--- config.mk ---
export PLATFORM = sky130hd
export DESIGN_NAME = key_debounce_array
export DESIGN_NICKNAME = d
export VERILOG_FILES = /design/src/rtl/key_debounce_pkg.sv /design/src/rtl/key_debounce_chan.sv /design/src/rtl/key_debounce_array.sv
export SDC_FILE = /design/constraint.sdc
export NUM_CORES = 1
export LEC_CHECK = 0
export BUFFER_PORTS_ARGS = -buffer_cell sky130_fd_sc_hd__clkbuf_2
export CORE_MARGIN = 1.5
export CORE_UTILIZATION = 45
export DETAILED_ROUTE_END_ITERATION = 10
export SYNTH_ARGS = -nofsm -noshare
export SYNTH_HDL_FRONTEND = slang
export SYNTH_SLANG_ARGS = --single-unit
--- constraint.sdc ---
create_clock -name CLK1K -period 4.2 [get_ports CLK1K]
set_clock_uncertainty 0.2 [all_clocks]
set_input_delay 0.84 -clock CLK1K [delete_from_list [all_inputs] [get_ports CLK1K]]
set_output_delay 0.84 -clock CLK1K [all_outputs]
set_load 0.05 [all_outputs]
--- src/rtl/key_debounce_pkg.sv ---
// Shared types and default timing for the push-button conditioner.
package key_debounce_pkg;

  // Per-channel hold tracking: idle, pressed before long-press, auto-repeating.
  typedef enum logic [1:0] {
    IDLE = 2'd0,
    HELD = 2'd1,
    RPT  = 2'd2
  } hold_state_t;

  // Default timing, in 1 kHz clock cycles.
  localparam int unsigned DEF_NUM_KEYS    = 4;
  localparam int unsigned DEF_SYNC_STAGES = 2;
  localparam int unsigned DEF_DEBOUNCE_MS = 10;
  localparam int unsigned DEF_HOLD_MS     = 1000;
  localparam int unsigned DEF_REPEAT_MS   = 200;

  function automatic int unsigned max_u(input int unsigned a, input int unsigned b);
    return (a > b) ? a : b;
  endfunction

endpackage

--- src/rtl/key_debounce_chan.sv ---
// One key channel: synchroniser, debounce filter, edge pulses and hold/repeat FSM.
module key_debounce_chan
  import key_debounce_pkg::*;
#(
  parameter int unsigned SYNC_STAGES = DEF_SYNC_STAGES,
  parameter int unsigned DEBOUNCE_MS = DEF_DEBOUNCE_MS,
  parameter int unsigned HOLD_MS     = DEF_HOLD_MS,
  parameter int unsigned REPEAT_MS   = DEF_REPEAT_MS
) (
  input  logic CLK1K,
  input  logic RSTN,
  input  logic KEY_N,
  input  logic REPEAT_EN,
  output logic KEY_LEVEL,
  output logic KEY_PRESS,
  output logic KEY_RELEASE,
  output logic KEY_LONG,
  output logic KEY_REPEAT
);

  localparam int unsigned CNT_W = $clog2(DEBOUNCE_MS + 1);
  localparam int unsigned HC_W  = $clog2(max_u(HOLD_MS, REPEAT_MS));

  localparam logic [CNT_W-1:0] CNT_MAX   = CNT_W'(DEBOUNCE_MS);
  localparam logic [HC_W-1:0]  HOLD_LAST = HC_W'(HOLD_MS - 1);
  localparam logic [HC_W-1:0]  REP_LAST  = HC_W'(REPEAT_MS - 1);

  logic [SYNC_STAGES-1:0] sync;
  logic                   s;
  logic                   cand;
  logic [CNT_W-1:0]       cnt;
  logic                   accept;
  logic                   press_acc;
  logic                   rel_acc;
  hold_state_t            state;
  logic [HC_W-1:0]        hcnt;

  // Synchronise the raw active-low input; reset value reads as released.
  always_ff @(posedge CLK1K or negedge RSTN) begin
    if (!RSTN) begin
      sync <= '1;
    end else begin
      sync <= {sync[SYNC_STAGES-2:0], KEY_N};
    end
  end

  assign s = ~sync[SYNC_STAGES-1];

  // Level change is accepted once the candidate has been stable for DEBOUNCE_MS samples.
  always_comb begin
    accept    = 1'b0;
    press_acc = 1'b0;
    rel_acc   = 1'b0;
    if ((s == cand) && (cnt == CNT_MAX) && (cand != KEY_LEVEL)) begin
      accept = 1'b1;
    end
    press_acc = accept & cand;
    rel_acc   = accept & ~cand;
  end

  // Debounce filter: restart on any disagreement, saturate the stability count.
  always_ff @(posedge CLK1K or negedge RSTN) begin
    if (!RSTN) begin
      cand        <= 1'b0;
      cnt         <= '0;
      KEY_LEVEL   <= 1'b0;
      KEY_PRESS   <= 1'b0;
      KEY_RELEASE <= 1'b0;
    end else begin
      KEY_PRESS   <= press_acc;
      KEY_RELEASE <= rel_acc;
      if (s != cand) begin
        cand <= s;
        cnt  <= '0;
      end else if (cnt != CNT_MAX) begin
        cnt <= cnt + CNT_W'(1);
      end else if (accept) begin
        KEY_LEVEL <= cand;
      end
    end
  end

  // Hold FSM: long-press after HOLD_MS, then periodic repeat; release always wins.
  always_ff @(posedge CLK1K or negedge RSTN) begin
    if (!RSTN) begin
      state      <= IDLE;
      hcnt       <= '0;
      KEY_LONG   <= 1'b0;
      KEY_REPEAT <= 1'b0;
    end else begin
      KEY_LONG   <= 1'b0;
      KEY_REPEAT <= 1'b0;
      if (rel_acc) begin
        state <= IDLE;
        hcnt  <= '0;
      end else begin
        case (state)
          IDLE: begin
            if (press_acc) begin
              state <= HELD;
              hcnt  <= '0;
            end
          end
          HELD: begin
            if (hcnt == HOLD_LAST) begin
              KEY_LONG <= 1'b1;
              hcnt     <= '0;
              state    <= RPT;
            end else begin
              hcnt <= hcnt + HC_W'(1);
            end
          end
          RPT: begin
            if (hcnt == REP_LAST) begin
              hcnt       <= '0;
              KEY_REPEAT <= REPEAT_EN;
            end else begin
              hcnt <= hcnt + HC_W'(1);
            end
          end
          default: begin
            state <= IDLE;
            hcnt  <= '0;
          end
        endcase
      end
    end
  end

endmodule

--- src/rtl/key_debounce_array.sv ---
// Multi-channel push-button conditioner: NUM_KEYS independent debounce channels.
module key_debounce_array
  import key_debounce_pkg::*;
#(
  parameter int unsigned NUM_KEYS    = DEF_NUM_KEYS,
  parameter int unsigned SYNC_STAGES = DEF_SYNC_STAGES,
  parameter int unsigned DEBOUNCE_MS = DEF_DEBOUNCE_MS,
  parameter int unsigned HOLD_MS     = DEF_HOLD_MS,
  parameter int unsigned REPEAT_MS   = DEF_REPEAT_MS
) (
  input  logic                CLK1K,
  input  logic                RSTN,
  input  logic [NUM_KEYS-1:0] KEY_N,
  input  logic [NUM_KEYS-1:0] REPEAT_EN,
  output logic [NUM_KEYS-1:0] KEY_LEVEL,
  output logic [NUM_KEYS-1:0] KEY_PRESS,
  output logic [NUM_KEYS-1:0] KEY_RELEASE,
  output logic [NUM_KEYS-1:0] KEY_LONG,
  output logic [NUM_KEYS-1:0] KEY_REPEAT
);

  for (genvar i = 0; i < NUM_KEYS; i++) begin : g_chan
    key_debounce_chan #(
      .SYNC_STAGES(SYNC_STAGES),
      .DEBOUNCE_MS(DEBOUNCE_MS),
      .HOLD_MS    (HOLD_MS),
      .REPEAT_MS  (REPEAT_MS)
    ) u_chan (
      .CLK1K      (CLK1K),
      .RSTN       (RSTN),
      .KEY_N      (KEY_N[i]),
      .REPEAT_EN  (REPEAT_EN[i]),
      .KEY_LEVEL  (KEY_LEVEL[i]),
      .KEY_PRESS  (KEY_PRESS[i]),
      .KEY_RELEASE(KEY_RELEASE[i]),
      .KEY_LONG   (KEY_LONG[i]),
      .KEY_REPEAT (KEY_REPEAT[i])
    );
  end

endmodule

Word-level counts from Yosys, hierarchy flattened --
Cells that the tools add are included.
Storage, ports and cells: register bits after elaboration 96, input bits 10, output and inout bits 20, word-level logic and storage cells 216
Cells by class: add/subtract/negate cells 8, equal/unequal tests 48, multiplexer cells 72, bitwise gates (word level) 24, reductions and logical operators 24
Operators with widths (number):
- 10-bit two-way mux | 16
- 10-bit case mux with 3 select lines | 4
- 10-bit by 1-bit adder with 10-bit output, second input constant | 4
- 10-bit == test, second input constant | 4
- 10-bit by 8-bit == test with 1-bit output, second input constant | 4
- 4-bit two-way mux | 8
- 1-bit two-way mux | 28
- 2-bit two-way mux | 12
- 3-bit by 1-bit inequality test with 1-bit output, second input constant | 8
- 2-bit case mux with 3 select lines | 4
- 3-bit AND reduction | 8
- 4-bit by 1-bit adder with 4-bit output, second input constant | 4
- 4-bit == test, second input constant | 4
- 4-bit inequality test, second input constant | 4
- 1-bit NOT | 16
- 1-bit AND | 8
- 2-bit by 1-bit == test with 1-bit output, second input constant | 4
- 2-bit == test, second input constant | 4
- 1-bit logical AND | 8
- 2-bit logical NOT | 4
- 1-bit inequality test | 8
- 2-bit by 1-bit inequality test with 1-bit output, second input constant | 4
- 2-bit nonzero test | 4
- 1-bit == test | 4

Longest topological paths before layout --
depth after elaboration 9, mapped depth 9, mapped depth without buffers 7

By module --
From an unflattened synthesis, not the netlist that was laid out.
Second synthesis, totals: cell total of the unflattened synthesis 492, area total of the unflattened synthesis 5293.8 µm²
Modules (own cells, without submodules):
- key_debounce_chan (g_chan[0].u_chan ...) | times used 3, cells each 124, area an instance 1340.0 µm², sequential area each 603.1 µm²
- key_debounce_chan (g_chan[3].u_chan) | times used 1, cells each 120, area an instance 1273.7 µm², sequential area each 603.1 µm²

Worst setup path before layout --
No wires, ideal clock.
path kind flip-flop to flip-flop, from register g_chan[2].u_chan.cnt[0], to register g_chan[2].u_chan.hcnt[9], library setup time 0.087 ns, arrival time 1.871 ns, required time 3.913 ns, setup slack 2.043 ns, cell stages (with the launch flop) 10, buffers on the path 2, period minus slack after synthesis 2.157 ns, cells stage by stage dfrtp_1 > inv_1 > ha_1 > and3b_1 > buf_2 > o21ai_1 > and2_1 > clkbuf_1 > or4_1 > o211ai_1
Between the ends: word-level cells in the longest chain between the ends 6, elaborated cells on any way between the ends 8
Ends and longest elaborated chain:
- start: declaration | line key_debounce_chan.sv:31 | logic [CNT_W-1:0] cnt;
- start signal: assignment | line key_debounce_chan.sv:76 | cnt <= cnt + CNT_W'(1);
- 4-bit == test * | line key_debounce_chan.sv:54 | if ((s == cand) && (cnt == CNT_MAX) && (cand != KEY_LEVEL)) begin
- 1-bit logical AND * (2 in a row) | line key_debounce_chan.sv:54
- 1-bit two-way mux * | line key_debounce_chan.sv:54
- 1-bit AND, on equally long branches | line key_debounce_chan.sv:58, key_debounce_chan.sv:57
- 3-bit by 1-bit inequality test with 1-bit output (no source line) / 10-bit two-way mux (equally long branches)
- end signal: assignment | line key_debounce_chan.sv:110 | hcnt <= hcnt + HC_W'(1);
- end signal: assignment | line key_debounce_chan.sv:118 | hcnt <= hcnt + HC_W'(1);
- end: declaration | line key_debounce_chan.sv:36 | logic [HC_W-1:0] hcnt;
Mark *: on every way between the ends. The rest lies on a longest branch, timed or not. A chain may end at the register's enable or synchronous reset.

Worst setup path after layout --
from register g_chan[2].u_chan.state[0], to register g_chan[2].u_chan.hcnt[0]
Between the ends: word-level cells in the longest chain between the ends 3, elaborated cells on any way between the ends 6
Ends and longest elaborated chain:
- start: declaration | line key_debounce_chan.sv:35 | hold_state_t state;
- start signal: assignment | line key_debounce_chan.sv:86 | state <= IDLE;
- start signal: assignment | line key_debounce_chan.sv:94 | state <= IDLE;
- start signal: assignment | line key_debounce_chan.sv:100 | state <= HELD;
- 2-bit == test (tied with other cells) | line key_debounce_chan.sv:97 | case (state)
- 10-bit case mux with 3 select lines | line key_debounce_chan.sv:97
- 10-bit two-way mux | line key_debounce_chan.sv:93 | if (rel_acc) begin
Parallel ways exist; a longest one is shown, timed or not.

==> flow_metrics.tcl <==
set metrics [dict create \
    status "completed" \
    num_vias 3678 \
    io_pins 30 \
    leakagePower_nw 2.54 \
    irDropWorstVdd_v 0.000187 \
    grt_pass1_wl_um 16100 \
    fillers 1012 \
    grt_setup_unrepaired "no" \
    critPathArrivalTime_ns 2.66 \
    drive_gt1_share_pct 12.0 \
    ys_seq_area_share_pct 47.8 \
    worst_setup_path_start_kind "flop" \
    hold_viol_final 0 \
    yosys.area_share.simple_pct 21.4 \
    powerDensity_nw_per_um2 382 \
    netlist_instances 504 \
    async_reset_ff_share_pct 100 \
    ctsHtreeMaxLevel 3 \
    finalPower_w 0.00206 \
    drt-initial-drc-count 198 \
    ys.flop_type "dfrtp_1" \
    dpl_cell_area_um2 5190 \
    drc 0 \
    root_buffer "clkbuf_8" \
    cts_buffers 9 \
    maxSlewHeadroom_pct 53.0 \
    yosysUniqueCellTypes 59 \
    yosys_warnings 0 \
    cp_top_family "simple AND/OR/NAND/NOR gates" \
    num_rows 38 \
    maxSlewViolCount 0 \
    yosys.area_share.adder_pct 5.96 \
    wire_per_inst_um 13.5 \
    cts.sinks 96 \
    nets 552 \
    fmaxAchievable_mhz 391 \
    cp_slowest_cell "nor2_1" \
    synth_edf_count 0 \
    cp.required_ns 4.30 \
    synth_compound_area_share_pct 15.1 \
    grt_overflow 0 \
    maxCapViolations 0 \
    drtAntennaViolNets 0 \
    crit_chain "inv_1, ha_1, and4b_1, a31oi_1, nand4_1, nor2_1, mux2_2" \
    layout_commonest_cell "dfrtp_1" \
    slowest_delay_ns 0.50 \
    crit_fanout 12 \
    tns_ns 0 \
    stdcell_area_um2 5400 \
    cts_resized 0 \
    fin_crit_ns 2.56 \
    antenna_cells 0 \
    cts_hold_buf 0 \
    synth_mux_area_share_pct 1.09 \
    layout_common_cells "dfrtp_1, o21ai_0, nor2_1" \
    place_congestion 0.818 \
    synth_area_um2 5040 \
    dr.pass1.iters 6 \
    wl_um 8980 \
    post_cts_buffers 0 \
    grt_pass1_vias 3572 \
    critPathKind "flop to flop" \
    via_per_inst 5.55 \
    fin_crit_sh_pct 60.9 \
    clockBufferDepth 2 \
    tightest_slew_ns 0.702 \
    chipWidth_um 109 \
    layout.cells.non_filler 663 \
    grt_max_degree 58 \
    cts_tree "done" \
    cts.clk_slew.worst_paths_ns 0.09 \
    antenna_found_initial 0 \
    ys_seq_elements 96 \
    synth_top_family_by_area "simple AND/OR/NAND/NOR gates" \
    core_um2 10900 \
    area_growth_pct 7.00 \
    setup_violations 0 \
    crit_buf_inv 1 \
    initial_core_util_pct 46.3 \
    syn_nets 538 \
    track_usage_pct 17.0 \
    die_y_um 109 \
    place_inst 647 \
    port-buffer-count 29 \
    dpl.hpwl_um 6310 \
    end_kind "flop" \
    syn_avg_cell_area_um2 10.0 \
    clk_latency_ns 0.36 \
    synthXorXnorAreaFrac_pct 2.78 \
    hp-class "flop to flop" \
    dieArea_um2 11800 \
]
==> per-stage QoR <==
step / utilization, % / hold WS, ns / setup WS, ns
global placement: 47.7 / 0.145 / 1.75
finish: 49.6 / 0.159 / 1.64
floorplan: - / 0.145 / 2.04
detailed placement: 47.7 / 0.147 / 1.66
global route: 49.6 / 0.169 / 1.47
CTS: 49.6 / 0.161 / 1.64
==> Yosys cell counts (8+ instances only) <==
master | count | area [um2]
nor2_1 | 36 | 135
nor2b_1 | 17 | 106
nand3b_1 | 8 | 60.1
nand3_1 | 15 | 75.1
and3_1 | 16 | 100
o21ai_0 | 43 | 215
nand2_1 | 34 | 128
buf_4 | 20 | 150
xnor2_1 | 12 | 105
ha_1 | 24 | 300
a21oi_1 | 10 | 50.1
dfrtp_1 | 88 | 2200
nor3_1 | 16 | 80.1
a22o_1 | 25 | 219
inv_1 | 28 | 105
dfstp_2 | 8 | 210
==> kinds of logic after synthesis <==
family / count (synthesis)
and+or+nand+nor: 192
AOI/OAI and AO/OA: 115
buffers and inverters: 56
DFF: 96
xor gates and xnor gates: 16
adders and majority gates: 24
muxes: 5
==> worst register-to-register path: cells and delay by family (launching register included) <==
kind	cells	cell delay, ns
simple gates	3	1.11
compound gates	1	0.24
buf+inv	1	0.08
flops	1	0.41
mux	1	0.24
fa+ha+maj	1	0.22
==> metal layers <==
layer | wire length (um) | GRT usage [%]
met5 | 0 | 0
met4 | 156 | 7.14
met3 | 228 | 3.11
met2 | 4180 | 27.6
met1 | 4420 | 22.3
==> registers in the layout, indices dropped and copies added (netlist names) <==
name,count
g_chan.u_chan.KEY_LEVEL,4
g_chan.u_chan.KEY_LONG,4
g_chan.u_chan.KEY_PRESS,4
g_chan.u_chan.KEY_RELEASE,4
g_chan.u_chan.KEY_REPEAT,4
g_chan.u_chan.cand,4
g_chan.u_chan.cnt,16
g_chan.u_chan.hcnt,40
g_chan.u_chan.state,8
g_chan.u_chan.sync,8
==> power by group <==
group	switching (W)	internal [W]
registers	0.0000455	0.000979
clock network	0.000317	0.000307
logic	0.000257	0.000154
==> final timing paths <==
path                                                        from                               endpoint  slack [ns]  cells past startpoint
setup / recovery           g_chan[2].u_chan.state[0]$_DFFE_PN0P_   g_chan[2].u_chan.hcnt[0]$_DFFE_PN0P_        1.64                      7
min in group asynchronous                                   RSTN  g_chan[3].u_chan.state[0]$_DFFE_PN0P_        0.32                      1
hold reg to reg               g_chan[3].u_chan.sync[0]$_DFF_PN1_     g_chan[3].u_chan.sync[1]$_DFF_PN1_        0.16                      0
max in group asynchronous                                   RSTN     g_chan[1].u_chan.sync[1]$_DFF_PN1_        2.67                      2
hold / removal                g_chan[3].u_chan.sync[0]$_DFF_PN1_     g_chan[3].u_chan.sync[1]$_DFF_PN1_        0.16                      0
setup reg to reg           g_chan[2].u_chan.state[0]$_DFFE_PN0P_   g_chan[2].u_chan.hcnt[0]$_DFFE_PN0P_        1.64                      7
==> layout make-up <==
type / count / area [um2] / area share, %
multi-input cells: 352 / 2330 / 43.3
clock buffers: 11 / 151 / 2.81
well taps: 140 / 175 / 3.25
repair buffers: 31 / 163 / 3.01
clock inverters: 5 / 53.8 / 0.997
flip-flops and latches: 96 / 2410 / 44.7
inverters: 28 / 105 / 1.95
Power figures use the tool's default switching activity.
